## src/rtl/addsub_nibble_seq.sv

```systemverilog
// Nibble-serial WIDTH-bit add/subtract sequencer sharing one 4-bit adder, LSB nibble first.
// Optional macro ADDSUB_SAT_EN clamps the result to the signed limits on overflow.
module addsub_nibble_seq #(
    parameter int WIDTH = 16
) (
    input  logic             clk,
    input  logic             rst,
    input  logic             start,
    input  logic             op,
    input  logic [WIDTH-1:0] a,
    input  logic [WIDTH-1:0] b,
    output logic             busy,
    output logic             done,
    output logic [WIDTH-1:0] result,
    output logic             cout,
    output logic             ovfl
);

    localparam int NIB = WIDTH / 4;
    localparam int CW  = (NIB > 1) ? $clog2(NIB) : 1;

    typedef enum logic [1:0] {
        S_IDLE = 2'd0,
        S_RUN  = 2'd1,
        S_DONE = 2'd2
    } state_t;

    state_t           state_q, state_d;
    logic [CW-1:0]    cnt_q, cnt_d;
    logic             carry_q, carry_d;
    logic [WIDTH-1:0] a_q, a_d;
    logic [WIDTH-1:0] bx_q, bx_d;
    logic [WIDTH-1:0] result_q, result_d;
    logic             cout_q, cout_d;
    logic             ovfl_q, ovfl_d;
    logic             done_q, done_d;

    logic [3:0]       a_nib  [NIB];
    logic [3:0]       bx_nib [NIB];
    logic [3:0]       sum_nib;
    logic             nib_cout;
    logic             msb_cin;
    logic             last_nib;

    for (genvar gi = 0; gi < NIB; gi++) begin : g_nib
        assign a_nib[gi]  = a_q[4*gi +: 4];
        assign bx_nib[gi] = bx_q[4*gi +: 4];
    end

    // The single shared 4-bit adder.
    always_comb begin
        {nib_cout, sum_nib} = {1'b0, a_nib[cnt_q]} + {1'b0, bx_nib[cnt_q]} + {4'b0000, carry_q};
    end

    assign last_nib = (cnt_q == CW'(NIB - 1));
    // Carry into the top bit is recovered from that bit's sum and its two inputs.
    assign msb_cin  = a_q[WIDTH-1] ^ bx_q[WIDTH-1] ^ sum_nib[3];

    always_comb begin
        state_d  = state_q;
        cnt_d    = cnt_q;
        carry_d  = carry_q;
        a_d      = a_q;
        bx_d     = bx_q;
        result_d = result_q;
        cout_d   = cout_q;
        ovfl_d   = ovfl_q;
        done_d   = (state_q == S_DONE);

        case (state_q)
            S_IDLE, S_DONE: begin
                if (start) begin
                    a_d     = a;
                    bx_d    = op ? ~b : b;
                    carry_d = op;
                    cnt_d   = '0;
                    state_d = S_RUN;
                end else if (state_q == S_DONE) begin
                    state_d = S_IDLE;
                end
            end
            S_RUN: begin
                for (int i = 0; i < NIB; i++) begin
                    if (cnt_q == CW'(i)) begin
                        result_d[4*i +: 4] = sum_nib;
                    end
                end
                carry_d = nib_cout;
                if (last_nib) begin
                    cout_d  = nib_cout;
                    ovfl_d  = msb_cin ^ nib_cout;
                    state_d = S_DONE;
`ifdef ADDSUB_SAT_EN
                    if (msb_cin ^ nib_cout) begin
                        result_d = a_q[WIDTH-1] ? {1'b1, {(WIDTH-1){1'b0}}}
                                                : {1'b0, {(WIDTH-1){1'b1}}};
                    end
`endif
                end else begin
                    cnt_d = cnt_q + CW'(1);
                end
            end
            default: state_d = S_IDLE;
        endcase
    end

    always_ff @(posedge clk or posedge rst) begin
        if (rst) begin
            state_q  <= S_IDLE;
            cnt_q    <= '0;
            carry_q  <= 1'b0;
            a_q      <= '0;
            bx_q     <= '0;
            result_q <= '0;
            cout_q   <= 1'b0;
            ovfl_q   <= 1'b0;
            done_q   <= 1'b0;
        end else begin
            state_q  <= state_d;
            cnt_q    <= cnt_d;
            carry_q  <= carry_d;
            a_q      <= a_d;
            bx_q     <= bx_d;
            result_q <= result_d;
            cout_q   <= cout_d;
            ovfl_q   <= ovfl_d;
            done_q   <= done_d;
        end
    end

    assign busy   = (state_q == S_RUN);
    assign done   = done_q;
    assign result = result_q;
    assign cout   = cout_q;
    assign ovfl   = ovfl_q;

endmodule
```

## config.mk

```make
export PLATFORM = sky130hd
export DESIGN_NAME = addsub_nibble_seq
export DESIGN_NICKNAME = d
export VERILOG_FILES = /design/src/rtl/addsub_nibble_seq.sv
export SDC_FILE = /design/constraint.sdc
export NUM_CORES = 1
export LEC_CHECK = 0
export CORE_MARGIN = 1
export CORE_UTILIZATION = 45
export DETAILED_ROUTE_END_ITERATION = 12
export PLACE_DENSITY_LB_ADDON = 0.25
export SETUP_SLACK_MARGIN = 0.1
export SKIP_LAST_GASP = 1
export SLEW_MARGIN = 20
export SYNTH_ARGS = -nofsm -noshare
export SYNTH_HDL_FRONTEND = slang
export SYNTH_SLANG_ARGS = --single-unit
```

## constraint.sdc

```tcl
create_clock -name clk -period 2.4 [get_ports clk]
set_input_delay 0.6 -clock clk [delete_from_list [all_inputs] [get_ports clk]]
set_output_delay 0.6 -clock clk [all_outputs]
set_load 0.005 [all_outputs]
```

# Word level (Yosys, flattened, before mapping)
# Cells that the tools add are included.
# word_totals
mem_bits_rw	0
romBits	0
latch_bits	0
wordCells	58
ff_bits	56
output_inout_bits	20
mem_count	0
# op_classes
add_sub_neg	3
n_eq_ne	9
mux	16
div	0
n_reduce_logical	12
multipliers	0
shifts	0
n_bitwise	5
n_lt_le_gt_ge	1
# op_table
op	n
binary-select mux 4 bit (select 2 bit)	2
2-to-1 mux 16 bit	1
2-to-1 mux 4 bit	4
inverter 16 bit	1
AND reduction 2 bit	7
2-to-1 mux 2 bit	5
one-hot mux 2 bit (2 select lines)	2
== test 2 bit, second input constant	3
adder 4 x 4 -> 5 bit	1
adder 5 x 1 -> 5 bit	1
== test 2 x 1 -> 1 bit, second input constant	2
zero test 2 bit	2
!= test 2 bit, second input constant	2
greater-or-equal comparator 3 bit, second input constant	1
!= test 3 bit, second input constant	1
inverter 2 -> 3 bit	1
AND reduction 3 bit	1
bitwise XOR 1 bit	3
adder 2 x 1 -> 2 bit, second input constant	1
!= test 2 x 1 -> 1 bit, second input constant	1
one-hot mux 1 bit (2 select lines)	1
nonzero test 2 bit	1
OR reduction 2 bit	1
2-to-1 mux 1 bit	1

# Logic depth before layout (Yosys ltp)
# depth
depth_word	8
ltp_mapped	10
ltp_nobuf	9

# Worst setup path before layout
# No wires, ideal clock.
# synth_timing
path_type	register to register
start	reg cnt_q[0]
end	reg ovfl_q, in the netlist ovfl
setup_ns	0.123
t_required_ns	2.277
slack_ns	-0.140
arrival_time_ns	2.416
stages_incl_launch_ff	11
cell_sequence	dfrtp_1 buf_2 mux4_2 fa_1 inv_1 fa_1 nand2b_1 a21oi_1 xnor2_1 xnor2_1 o21ai_1
# synth_via
elab_chain_cells	8
elab_cells_between_ends	13
classes_between	2 x add/sub; 1 x eq/ne; 6 x mux; 3 x bitwise; 1 x reduce/logical
# synth_rtl
item	line	source
start, declared	29	logic [CW-1:0] cnt_q, cnt_d;
start signal, assigned	120	cnt_q <= cnt_d;
inverter 2 -> 3 bit (implied by the code)	52	{nib_cout, sum_nib} = {1'b0, a_nib[cnt_q]} + {1'b0, bx_nib[cnt_q]} + {4'b0000, carry_q};
binary-select mux 4 bit (select 2 bit)	52	
2-to-1 mux 4 bit (implied by the code) (2 in series)	52	
adder 4 x 4 -> 5 bit	52	
adder 5 x 1 -> 5 bit	52	
bitwise XOR 1 bit	57	assign msb_cin = a_q[WIDTH-1] ^ bx_q[WIDTH-1] ^ sum_nib[3];
bitwise XOR 1 bit	91	ovfl_d = msb_cin ^ nib_cout;
end signal, assigned	126	ovfl_q <= ovfl_d;
end, declared	35	logic ovfl_q, ovfl_d;
# Parallel ways exist; a longest one is shown, timed or not. The select of a mux whose other input is x is not followed.
# A chain may end at the register's enable or synchronous reset.

# Final worst setup path
# layout_timing
start	reg cnt_q[0]
end	reg result_q[11], in the netlist result[11]
# layout_via
elab_chain_cells	6
elab_cells_between_ends	11
classes_between	2 x add/sub; 1 x eq/ne; 6 x mux; 1 x bitwise; 1 x reduce/logical
# layout_rtl
item	line	source
inverter 2 -> 3 bit (implied by the code)	52	
binary-select mux 4 bit (select 2 bit)	52	
2-to-1 mux 4 bit (implied by the code) (2 in series)	52	
adder 4 x 4 -> 5 bit	52	
adder 5 x 1 -> 5 bit	52	
end signal, assigned	124	result_q <= result_d;
end, declared	33	logic [WIDTH-1:0] result_q, result_d;
# Parallel ways exist; a longest one is shown, timed or not. The select of a mux whose other input is x is not followed.

==> reports/metrics.cfg <==
[status]
status = finished clean

[floorplan]
num_rows = 27
boundaryPins = 56
die_area_sq_um = 6090
floorplan.initialDensity_pct = 46.9
die-height_um = 78.0
core-area_sq_um = 5540
dieWidth_um = 78.0

[yosys]
synth_common_cells = 56 x dfrtp_1, 35 x nand2_1, 31 x o21ai_0, 21 x mux2_2, 18 x xnor2_1
synthCells = 215
yosysTopAreaCellShare_pct = 53.9
avgSynthCellArea_sq_um = 12.1
yosys_warnings = 0
synth_cell_types = 23
synthTopCellsByArea = dfrtp_1 54%, mux2_2 9.1%, mux4_2 6.9%, xnor2_1 6.1%, o21ai_0 6.0%
yosys.area.top_type = dfrtp_1
syn-num-nets = 260
synthFlopType = dfrtp_1
ys_ff_latch = 56
syn_area_sq_um = 2600
synth-seq-area-share_pct = 53.9
async_flop_share_pct = 100
synth_edf_count = 0
yosysMostFrequentCell = dfrtp_1

[flow_run]
drv_cap = 0

[clock_tree]
cts_htree_levels = 2
cts_inserted_buffers = 5
clk_latency_ps = 310
ctsRootBufferMaster = clkbuf_8
path_clk_slew_ps = 90
clk_path_buf_depth = 2
cts.sinks = 56
postCtsHoldBufs = 0
cts_tree = yes

[place]
place_ws_ps = -6.92
place_area_sq_um = 3290
place_congestion = 0.757
port_buffers = 55
hpwlAfterDp_mm = 3.47

[timing]
fin_crit_sh_pct = 95.6
hold_viol = 0
tightest_slew_ps = 598
setup_ws_ps = 104
finalCriticalPeriod_ps = 2300
fin_skew_ps = 5.19
rsz0062_at_grt = yes
slew_headroom_pct = 60.1
setup_violations = 0
fmax_mhz = 436
slew_violations = 0

[power]
p_sw_uw = 1890
p_leak_uw = 0.00149
power_uw = 5220
pwr-share-comb_pct = 56.0
intPower_uw = 3320
p_sw_share_pct = 36.3
peakVddDrop_mv = 0.834
power_frac_seq_pct = 32.5
clock_power_share_pct = 11.5
p_per_area_nw_per_um2 = 1510

[worst_setup_path]
critPathKind = flop to flop
timing.reg2reg.worst_path_depth = 7
cp.required_ps = 2590
critPathLaunch = cnt_q[0]$_DFFE_PP0P_
cp_top_family = multiplexers
path_buf_inv = 1
crit_path_end = result[11]$_DFFE_PP0P_
path_depth = 7
cp_slowest_cell = mux4_2
worst-r2r-setup-slack_ps = 100
cp-start-kind = flop
arrival_ps = 2480
reg2reg_to = result[11]$_DFFE_PP0P_
path_cells = mux4_2, fa_2, a21o_1, a21oi_2, xor2_2, buf_4, o21ai_0
crit_fanout = 6
endpoint_kind = flop
r2r-start = cnt_q[0]$_DFFE_PP0P_
slowest_delay_ps = 530

[global_route]
grt_pass1_wl_mm = 8.15
grt_pass1_vias = 1719
grt_antenna_before_repair = 0
grt-ovfl-total = 0
grt_usage_pct = 17.4
grt_start_max_net_pins = 57

[hold_path]
hold_start = state_q[0]$_DFFE_PP0P_
hold_class = flop to flop

[finish]
drive_gt1_share_pct = 21.9
nets = 322
regArea_sq_um = 1400
fillCellCount = 461
num_antenna_cells = 0
syn2layout_area_growth_pct = 32.6
multiInputGateArea_sq_um = 1160
fin_area_sq_um = 3450

[drt]
drt_iter0_drc = 107
vias = 1682
routed_wl_mm = 4.62
avgRoutedWirePerCell_um = 13.2
first_pass_iters = 4
ant_nets = 0
route.detailed.drc = 0
viasPerCell = 4.81

==> layout make-up <==
cell class,instances,area share (%)
Timing Repair Buffer,67,19.0
Clock inverter,2,1.02
Multi-Input combinational cell,139,33.7
Inverter,8,0.871
Tap cell,72,2.61
Clock buffer,6,2.10
Sequential cell,56,40.7
==> sequential cells by signal, indices dropped and copies added, names as in the netlist <==
register and cells:
a_q 16, bx_q 16, carry_q 1, cnt_q 2, cout 1, done 1, ovfl 1, result 16
state_q 2
==> metal layers <==
| metal | share of wire, % | global-route usage [%] | up-vias |
|---|---|---|---|
| li1 | - | - | 844 |
| met1 | 45 | 22.8 | 789 |
| met2 | 49 | 29.2 | 41 |
| met3 | 3.7 | 2.91 | 8 |
| met4 | 1.4 | 6.11 | 0 |
| met5 | 0 | 0 | - |
==> through the flow <==
step / std cells / utilization, % / TNS, ps / hold WS [ps]
after floorplan: 215 / - / 0 / 408
after global placement: 341 / 59.3 / 0 / 433
after detailed placement: 341 / 59.3 / -6.92 / 449
after CTS: 349 / 61.7 / 0 / 465
after global routing: 350 / 62.2 / -22.1 / 489
final: 350 / 62.2 / 0 / 458
==> placed cells by master, fill, tap and decap left out, types with 5 or more instances in the layout <==
cell type / count
inv_1: 6
mux4_2: 8
dfrtp_1: 55
nand2_1: 35
xnor2_1: 17
buf_4: 10
clkdlybuf4s50_1: 55
ha_1: 6
mux2_2: 21
o21ai_0: 29
clkbuf_8: 5
==> power groups by stage <==
stage               Clock, uW  Sequential, uW  Combinational (uW)
floorplan                   0            1620                1800
global placement            0            1710                2600
detailed placement          0            1730                2680
CTS                       612            1710                2840
global route              650            1760                3290
finish                    598            1700                2920
==> logic make-up after synthesis <==
group	count (synthesis)	share of synthesized area, %
flip-flops	56	53.9
AND/OR/NAND/NOR	44	6.93
AO/OA/AOI/OAI	35	6.98
multiplexers	30	16.4
XOR/XNOR	21	7.36
buffers and inverters	20	3.51
adder cells (fa/ha/maj)	9	4.91
==> how the worst min path moves through the flow <==
stage,end,slack [ps],cells past startpoint
2_1_floorplan,done$_DFF_PP0_,410,1
3_3_place_gp,done$_DFF_PP0_,430,1
3_5_place_dp,done$_DFF_PP0_,450,1
4_1_cts,done$_DFF_PP0_,460,1
5_1_grt,done$_DFF_PP0_,490,1
6_report,done$_DFF_PP0_,460,1
==> timing repair <==
item | CTS | global route
buffers inserted | 0 | 1
endpoints found under the hold margin | 0 | 0
endpoints found under the setup margin | 9 | 9
cloned | 0 | 0
pin swaps | 2 | 4
resized for setup | 5 | 5
No activity file was read; power rests on OpenSTA's default activity.
